$ cat src/rtl/wb_arbiter_2m1s.sv
// wb_arbiter_2m1s: two-master / one-slave Wishbone arbiter.
// Round-robin grant, registered one cycle after CYC. The owner keeps the bus for as long as
// it holds CYC. Exactly one IDLE cycle separates two owners.
// Optional macro WB_ARB_TIMEOUT_EN adds a bus-timeout watchdog. When a strobe stalls for
// TIMEOUT_CYCLES cycles, the watchdog ends the access with ERR to the owner.
// TIMEOUT_CYCLES must lie in 2..65535.
//
// state | meaning
// IDLE  | no owner; arbitrate pending CYC requests
// OWN0  | master 0 owns the slave
// OWN1  | master 1 owns the slave

module wb_arbiter_2m1s #(
  parameter int DATA_WIDTH     = 32,
  parameter int ADDR_WIDTH     = 6,
  parameter int SELECT_WIDTH   = DATA_WIDTH / 8,
  parameter int TIMEOUT_CYCLES = 255
) (
  input  logic                    i_clk,
  input  logic                    i_rst_n,
  input  logic [ADDR_WIDTH-1:0]   m0_adr_i,
  input  logic [DATA_WIDTH-1:0]   m0_dat_i,
  output logic [DATA_WIDTH-1:0]   m0_dat_o,
  input  logic                    m0_we_i,
  input  logic [SELECT_WIDTH-1:0] m0_sel_i,
  input  logic                    m0_stb_i,
  input  logic                    m0_cyc_i,
  output logic                    m0_ack_o,
  output logic                    m0_err_o,
  output logic                    m0_rty_o,
  input  logic [ADDR_WIDTH-1:0]   m1_adr_i,
  input  logic [DATA_WIDTH-1:0]   m1_dat_i,
  output logic [DATA_WIDTH-1:0]   m1_dat_o,
  input  logic                    m1_we_i,
  input  logic [SELECT_WIDTH-1:0] m1_sel_i,
  input  logic                    m1_stb_i,
  input  logic                    m1_cyc_i,
  output logic                    m1_ack_o,
  output logic                    m1_err_o,
  output logic                    m1_rty_o,
  output logic [ADDR_WIDTH-1:0]   s_adr_o,
  output logic [DATA_WIDTH-1:0]   s_dat_o,
  output logic                    s_we_o,
  output logic [SELECT_WIDTH-1:0] s_sel_o,
  output logic                    s_stb_o,
  output logic                    s_cyc_o,
  input  logic [DATA_WIDTH-1:0]   s_dat_i,
  input  logic                    s_ack_i,
  input  logic                    s_err_i,
  input  logic                    s_rty_i,
  output logic [1:0]              grant_o
);

  typedef enum logic [1:0] {
    ST_IDLE = 2'd0,
    ST_OWN0 = 2'd1,
    ST_OWN1 = 2'd2
  } state_t;

  state_t state_q, state_d;
  // 0 = m0 owned last, 1 = m1 owned last; used only to break ties.
  logic   last_owner_q, last_owner_d;
  logic   own0, own1;
  logic   stb_raw;
  logic   term;
  logic   timeout_hit;

  // Grant state and round-robin history register.
  always_ff @(posedge i_clk or negedge i_rst_n) begin
    if (!i_rst_n) begin
      state_q      <= ST_IDLE;
      last_owner_q <= 1'b1;
    end else begin
      state_q      <= state_d;
      last_owner_q <= last_owner_d;
    end
  end

  // Arbitration: tie goes to the master that did not own the bus last; the owner is locked by CYC.
  always_comb begin
    state_d      = state_q;
    last_owner_d = last_owner_q;
    case (state_q)
      ST_IDLE: begin
        if (m0_cyc_i && m1_cyc_i) state_d = last_owner_q ? ST_OWN0 : ST_OWN1;
        else if (m0_cyc_i)        state_d = ST_OWN0;
        else if (m1_cyc_i)        state_d = ST_OWN1;
      end
      ST_OWN0: begin
        if (!m0_cyc_i) begin
          state_d      = ST_IDLE;
          last_owner_d = 1'b0;
        end
      end
      ST_OWN1: begin
        if (!m1_cyc_i) begin
          state_d      = ST_IDLE;
          last_owner_d = 1'b1;
        end
      end
      default: state_d = ST_IDLE;
    endcase
  end

  assign own0    = (state_q == ST_OWN0);
  assign own1    = (state_q == ST_OWN1);
  assign grant_o = {own1, own0};
  assign term    = s_ack_i | s_err_i | s_rty_i;

`ifdef WB_ARB_TIMEOUT_EN
  localparam logic [15:0] TIMEOUT_LAST = 16'(TIMEOUT_CYCLES - 1);
  logic [15:0] stall_cnt_q;

  // The timeout fires on the TIMEOUT_CYCLES-th consecutive stalled cycle, unless the slave terminates in that same cycle.
  assign timeout_hit = stb_raw & ~term & (stall_cnt_q == TIMEOUT_LAST);

  // Stall counter: runs only while a strobe waits unanswered on an unchanged grant.
  always_ff @(posedge i_clk or negedge i_rst_n) begin
    if (!i_rst_n) begin
      stall_cnt_q <= 16'd0;
    end else if (!stb_raw || term || timeout_hit || (state_d != state_q)) begin
      stall_cnt_q <= 16'd0;
    end else begin
      stall_cnt_q <= stall_cnt_q + 16'd1;
    end
  end
`else
  assign timeout_hit = 1'b0;
`endif

  // Slave-side mux driven from the grant register; everything is zero when idle.
  always_comb begin
    s_adr_o = '0;
    s_dat_o = '0;
    s_we_o  = 1'b0;
    s_sel_o = '0;
    s_cyc_o = 1'b0;
    stb_raw = 1'b0;
    if (own0) begin
      s_adr_o = m0_adr_i;
      s_dat_o = m0_dat_i;
      s_we_o  = m0_we_i;
      s_sel_o = m0_sel_i;
      s_cyc_o = m0_cyc_i;
      stb_raw = m0_cyc_i & m0_stb_i;
    end else if (own1) begin
      s_adr_o = m1_adr_i;
      s_dat_o = m1_dat_i;
      s_we_o  = m1_we_i;
      s_sel_o = m1_sel_i;
      s_cyc_o = m1_cyc_i;
      stb_raw = m1_cyc_i & m1_stb_i;
    end
  end

  assign s_stb_o = stb_raw & ~timeout_hit;

  // Return path: only the owner that still holds CYC sees terminations; a late ACK after release is dropped.
  always_comb begin
    m0_ack_o = own0 & m0_cyc_i & s_ack_i;
    m0_err_o = own0 & m0_cyc_i & (s_err_i | timeout_hit);
    m0_rty_o = own0 & m0_cyc_i & s_rty_i;
    m1_ack_o = own1 & m1_cyc_i & s_ack_i;
    m1_err_o = own1 & m1_cyc_i & (s_err_i | timeout_hit);
    m1_rty_o = own1 & m1_cyc_i & s_rty_i;
  end

  assign m0_dat_o = s_dat_i;
  assign m1_dat_o = s_dat_i;

endmodule
$ cat config.mk
export PLATFORM = sky130hd
export DESIGN_NAME = wb_arbiter_2m1s
export DESIGN_NICKNAME = d
export VERILOG_FILES = /design/src/rtl/wb_arbiter_2m1s.sv
export SDC_FILE = /design/constraint.sdc
export NUM_CORES = 1
export LEC_CHECK = 0
export ABC_AREA = 1
export CORE_AREA = 2 2 96 98
export DETAILED_ROUTE_END_ITERATION = 10
export DIE_AREA = 0 0 98 100
export PLACE_DENSITY = 0.65
export SLEW_MARGIN = 0
export SYNTH_ARGS = -nofsm -noshare
export SYNTH_HDL_FRONTEND = slang
export SYNTH_SLANG_ARGS = --single-unit
$ cat constraint.sdc
create_clock -name i_clk -period 1 [get_ports i_clk]
set_input_delay 0.1 -clock i_clk [delete_from_list [all_inputs] [get_ports i_clk]]
set_output_delay 0.1 -clock i_clk [all_outputs]
set_load 0.03 [all_outputs]
* After elaboration in Yosys (flattened, before gate mapping)
Cells that the tools add are included. Widths: inputs -> output; s select.
Storage, ports and cells: output and inout bits 117, logic and storage cells 44, bits in registers 3
Cells by class: reductions and logical operators 5, bitwise gates (word level) 10, eq/ne operators 5, muxes and demuxes 22
Operators with widths (number):
- $mux 32 | 2
- $mux 2 | 6
- $mux 6 | 2
- $and 1x1->1 | 10
- $mux 1 | 8
- $mux 4 | 2
- $pmux 2 s3 | 1
- $reduce_and 3->1 | 2
- $ne 2x2->1 const B | 2
- $ne 4x4->1 const B | 1
- $eq 2x1->1 const B | 1
- $eq 2x2->1 const B | 1
- $logic_not 2->1 | 1
- $pmux 1 s2 | 1
- $reduce_bool 2->1 | 1
- $logic_and 1x1->1 | 1

* Depth between registers and ports, before layout
Gate-level depths: netlist of the first run.
depth in word-level cells 4, depth in mapped cells 6

* Worst setup path before layout of the first run
No wires, ideal clock.
kind register -> output, from reg state_q[0], to out m1_ack_o, slack -0.147 ns, stages on the path, launching flop included 4, buffers on the path 0, arrival time 1.047 ns, path through dfrtp_1 -> inv_2 -> nand3_1 -> nor2_1
Between the ends: longest elaborated chain between the ends 3
Ends and longest elaborated chain:
- from (decl) | line 60 | state_t state_q, state_d;
- from (signal assigned) | line 74 | state_q <= state_d;
- $eq 2x2->1 | line 106 | assign own1 = (state_q == ST_OWN1);
- $and 1x1->1 (2 in a row) | line 163 | m1_ack_o = own1 & m1_cyc_i & s_ack_i;
- to (decl) | line 38 | output logic m1_ack_o,
No other way between the ends.

* Final worst setup path of the first run
from reg state_q[0], to out s_dat_o[3]
Between the ends: longest elaborated chain between the ends 3, elaborated cells on any way between the ends 4
Ends and longest elaborated chain:
- $eq 2x2->1 | line 106
- $mux 32 | line 146 | end else if (own1) begin
- $mux 32 (*) | line 139 | if (own0) begin
- to (decl) | line 42 | output logic [DATA_WIDTH-1:0] s_dat_o,
Mark *: on every way between the ends. The rest lies on a longest branch, timed or not.

==> impl_metrics.toml, run 1 <==
[power_and_ir_drop]
powerDensity_nw_per_um2 = 2740
p_leak_nw = 1.58
ir_drop_v = 0.00145

[finish]
multiInputGateArea_sq_um = 1170
diodes = 0
fin_area_sq_um = 3350
layout_commonest_cell = "clkdlybuf4s50_1"
fillCellCount = 906
postLayoutCoreUtil = 0.377
final-seq-area_sq_um = 76.3
syn2layout_area_growth_pct = 161
final_layout_size_suffix_gt1_frac = 0.529
nNetsFinal = 468
layout.cells.most_common_list = "94 x clkdlybuf4s50_1, 59 x nand2_4, 57 x buf_6"

[route]
via_count = 1758
drtAntennaViolNets = 0
drt_iter0_markers = 12
drt_wl_total_mm = 6.18
wl_per_cell_um = 13.7
drc = 0
detail_route.vias_per_cell = 3.90
firstDrtPassIters = 3

[die]
fp.dieH_um = 100
die_w_um = 98
ios = 244
design.die.area_sq_um = 9800
core-area_sq_um = 8890
initial_utilization = 0.145
row_count = 35

[sta]
fin_crit_sh = 1.46
final_hold_viol_count = 0
rsz0062_at_grt = "true"
setup_tns_ns = -22.04
worstMarginPinSlew_ns = 0.208
timing.fmax_mhz = 683
setup_slack_ns = -0.464
relSlewSlack = 0.861
period_needed_ns = 1.46
fin_worst_skew_ns = 0.00318
whs_ns = 0.0649
maxSlewViolCount = 0
setup_viol = 55

[global_route]
grt_pass1_wl_mm = 8.00
grt_pass1_vias = 1709
grt_usage = 0.100
grt_max_degree = 21
antenna_found_initial = 0
overflow = 0

[outcome]
violations = "setup timing"
status = "finished with violations"

[clock_network]
cts_tree = "built"
cts_htree_levels = 1
clk_pin_slew_worst_paths_ns = 0.03
cts_hold_buf = 0
cts_buffers = 3
cts_buffer_depth = 2
clock_sinks = 3
cts-root-buf = "clkbuf_8"
clkLatencyLatePin_ns = 0.22

[logic_synthesis]
yosysWarnings = 0
syn_inst = 241
avgSynthCellArea_sq_um = 5.33
seq_area_frac_synth = 0.0594
synth_nets = 368
netlist_area_sq_um = 1280
synth-seq-cells = 3
ys_types = 13

[setup_path]
start_kind = "flip-flop"
path_class = "reg -> out"
cp.arrival_ns = 1.36
required_ns = 0.90
ff2ff_path_depth = 7
path_max_fanout = 9
endpoint_kind = "output pin"

[placed_design]
hpwl_mm = 4.20
numPortBuffers = 147
pre_cts_ws_ns = -0.319
place_area_sq_um = 2740
globalplace.congestion = 0.782

[min_path]
hp-class = "in -> async"

[run]
maxCapViolCount = 0
[worst paths after layout]
kind / startpoint / slack, ns / end
min: i_rst_n / 0.06 / state_q[0]
max in group asynchronous: i_rst_n / 0.72 / last_owner_q
min reg2reg: last_owner_q / 0.52 / last_owner_q
max reg2reg: state_q[0] / -0.27 / state_q[1]
min in group i_clk: s_dat_i[24] / 0.20 / m0_dat_o[24]
max: state_q[0] / -0.46 / s_dat_o[3]
[metal layers]
layer,track usage,routed length (um),part of all wire,vias up
met1,0.103,2060,0.33,782
met2,0.197,3490,0.56,95
met3,0.0195,452,0.073,32
met4,0.0449,174,0.028,0
li1,-,-,-,849
met5,0,0,0,-
[critical path: stages (launching register included)]
cell and delay [ns]:
dfrtp_1 0.41, inv_2 0.10, nand2_4 0.07, inv_8 0.10
clkbuf_16 0.18, nand2_2 0.07, nand2_4 0.06, buf_4 0.15
[cell families (layout without fill, tap and decap cells)]
group	count (synthesis)	in the layout	share of synthesized area
compound gates	3	3	0.0136
buf+inv	83	182	0.474
flops	3	3	0.0594
simple gates	152	152	0.453
[report_power, final]
group	internal (mW)	leakage, nW	switching [mW]	total, mW
registers	0.197	0.0359	0.0469	0.244
clock network	0.273	0.0228	0.0918	0.365
logic	3.91	1.52	4.66	8.58
[per-stage QoR]
stage          std cells  power (mW)
3_3_place_gp         436        6.80
5_1_grt              451        9.72
3_5_place_dp         436        6.89
2_1_floorplan        241        5.19
6_report             451        9.18
4_1_cts              446        8.43
[synthesized netlist by cell type]
cell / number / area share
nand2_1: 137 / 0.40
buf_4: 70 / 0.41
nor2_1: 8 / 0.023
inv_1: 5 / 0.015
nand3_1: 5 / 0.019
buf_6: 4 / 0.035
dfrtp_1: 2 / 0.039
inv_2: 2 / 0.0058
inv_4: 2 / 0.0097
nand2_2: 2 / 0.0097
o21ai_0: 2 / 0.0078
dfstp_2: 1 / 0.020
o21bai_1: 1 / 0.0058
[registers in the layout (all words and copies together) (netlist names)]
register / cells
state_q: 2
last_owner_q: 1
[repair_timing]
action,4_1_cts,5_1_grt
setup endpoints to repair,54,55
pin swaps,2,1
gates cloned,2,6
buffers inserted,4,1
gates resized for setup,61,44
[layout make-up]
cell class,count,area share
Tap cell,111,0.0415
Clock buffer,4,0.0134
Timing Repair Buffer,169,0.558
Inverter,9,0.0146
Sequential cell,3,0.0228
Multi-Input combinational cell,155,0.349
(Power assumes the default switching activity.)
==> inputs of run 2 (changes only) <==
- CTS_BUF_LIST: not set -> sky130_fd_sc_hd__clkbuf_4
==> run 2 against run 1 <==
Compared with the run above: the run still ends with setup timing left; worst setup slack worse by 0.017 ns; count of clock-buffer cells in the layout stayed put; sequential share of layout area hardly changed; largest cell class unchanged.
==> impl_metrics.toml, run 2 (same netlist as run 1, synthesis figures left out) <==
[placed_design]
numPortBuffers = 147
post-place-cells = 436
globalplace.congestion = 0.782
hpwl_mm = 4.20
place_area_sq_um = 2740
pre_cts_ws_ns = -0.319

[route]
drt_wl_total_mm = 6.15
wl_met3_um = 451
drt-met1-wl_mm = 2.07
drt_iter0_markers = 13
firstDrtPassIters = 4
highest_layer = "met4"
via_count = 1759
detail_route.vias_per_cell = 3.90
routed-wl-met2_mm = 3.49
drtAntennaViolNets = 0
wl_per_cell_um = 13.6
drc = 0

[outcome]
violations = "setup timing"
status = "finished with violations"

[sta]
fin_worst_skew_ns = 0.00303
final_hold_viol_count = 0
relSlewSlack = 0.857
whs_ns = 0.0489
maxSlewViolCount = 0
period_needed_ns = 1.48
setup_viol = 55
rsz0062_at_grt = "true"
setup_slack_ns = -0.481
worstMarginPinSlew_ns = 0.214
setup_tns_ns = -22.96
timing.fmax_mhz = 675
fin_crit_sh = 1.48

[clock_network]
cts_htree_levels = 1
cts_buffer_depth = 2
clock_sinks = 3
cts_buffers = 3
cts-root-buf = "clkbuf_4"
clkLatencyLatePin_ns = 0.24
cts_tree = "built"
clk_pin_slew_worst_paths_ns = 0.04
cts_hold_buf = 0

[global_route]
antenna_found_initial = 0
grt_max_degree = 21
overflow = 0
grt_usage = 0.0981
grt_pass1_vias = 1708
grt_pass1_wl_mm = 7.95

[finish]
syn2layout_area_growth_pct = 159
diodes = 0
layout_commonest_cell = "clkdlybuf4s50_1"
reg.largest.list = "state_q x2, last_owner_q x1"
multiInputGateArea_sq_um = 1170
final_layout_size_suffix_gt1_frac = 0.532
fin_area_sq_um = 3330
largest_register_ffs = 2
layout.cells.most_common_list = "94 x clkdlybuf4s50_1, 59 x nand2_4, 57 x buf_6"
fin_cells = 451
postLayoutCoreUtil = 0.375
final-seq-area_sq_um = 76.3
fillCellCount = 907
nNetsFinal = 468
regMostFlops = "state_q"

[setup_path]
r2r-end = "state_q[1]"
crit_slowest_cell = "dfrtp_1"
cp.arrival_ns = 1.38
endpoint_kind = "output pin"
timing.critical_path.to = "s_dat_o[3]"
regToRegSetupSlack_ns = -0.28
ff2ff_path_depth = 7
crit_chain = "inv_2 > nand2_4 > inv_8 > clkbuf_16 > nand2_2 > nand2_4 > buf_4"
path_max_fanout = 9
timing.rr.start = "state_q[0]"
path_class = "reg -> out"
start_kind = "flip-flop"
critical_path.max_stage_delay_ns = 0.41
path_common_cell = "nand2_4"
crit_start = "state_q[0]"
required_ns = 0.90

[die]
design.die.area_sq_um = 9800
fp.dieH_um = 100
row_count = 35
core-area_sq_um = 8890
ios = 244
die_w_um = 98
initial_utilization = 0.145

[power_and_ir_drop]
total_power_mw = 9.07
powerDensity_nw_per_um2 = 2720
p_leak_nw = 1.58
ir_drop_v = 0.00149

[min_path]
hp-class = "in -> async"

[run]
maxCapViolCount = 0
[run 2: area by class of cell]
type                    count  share of cell area
inverters                   9              0.0146
clock buffers               4             0.00901
flip-flops and latches      3              0.0229
well taps                 111              0.0417
multi-input cells         155               0.351
repair buffers            169               0.561
[run 2: worst min-delay path by stage]
stage	startpoint	to	cells past startpoint
finish	i_rst_n	state_q[0]	1
global route	i_rst_n	state_q[0]	1
CTS	i_rst_n	state_q[0]	1
detailed placement	s_dat_i[2]	m0_dat_o[2]	0
global placement	s_dat_i[2]	m0_dat_o[2]	0
floorplan	i_rst_n	state_q[0]	0
[run 2: timing repair]
| action | CTS | global route |
|---|---|---|
| buffers inserted | 4 | 1 |
| pin swaps | 2 | 1 |
| gates cloned | 2 | 6 |
| endpoints found under the setup margin | 54 | 55 |
| gates resized for setup | 61 | 44 |
[run 2: critical path: cells and delay by family (launching register included)]
family / cells / cell delay (ns)
buffers and inverters: 4 / 0.53
flip-flops: 1 / 0.41
AND/OR/NAND/NOR: 3 / 0.20
[run 2: report_power, final]
group,leakage (nW),switching [mW],internal [mW],total (mW)
registers,0.0359,0.0469,0.197,0.244
clock network,0.0184,0.0707,0.177,0.248
logic,1.52,4.66,3.91,8.58
total,1.58,4.78,4.29,9.07
[run 2: layer usage]
metal	vias up	track usage
met1	782	0.103
met4	0	0.0288
met5	-	0
met3	29	0.0195
met2	98	0.196
li1	850	-
==> inputs of run 3 (changes only) <==
- CAP_MARGIN: not set -> 25
==> results of run 3 <==
Same layout as run 2: the final DEF is identical, and so are final timing and power.
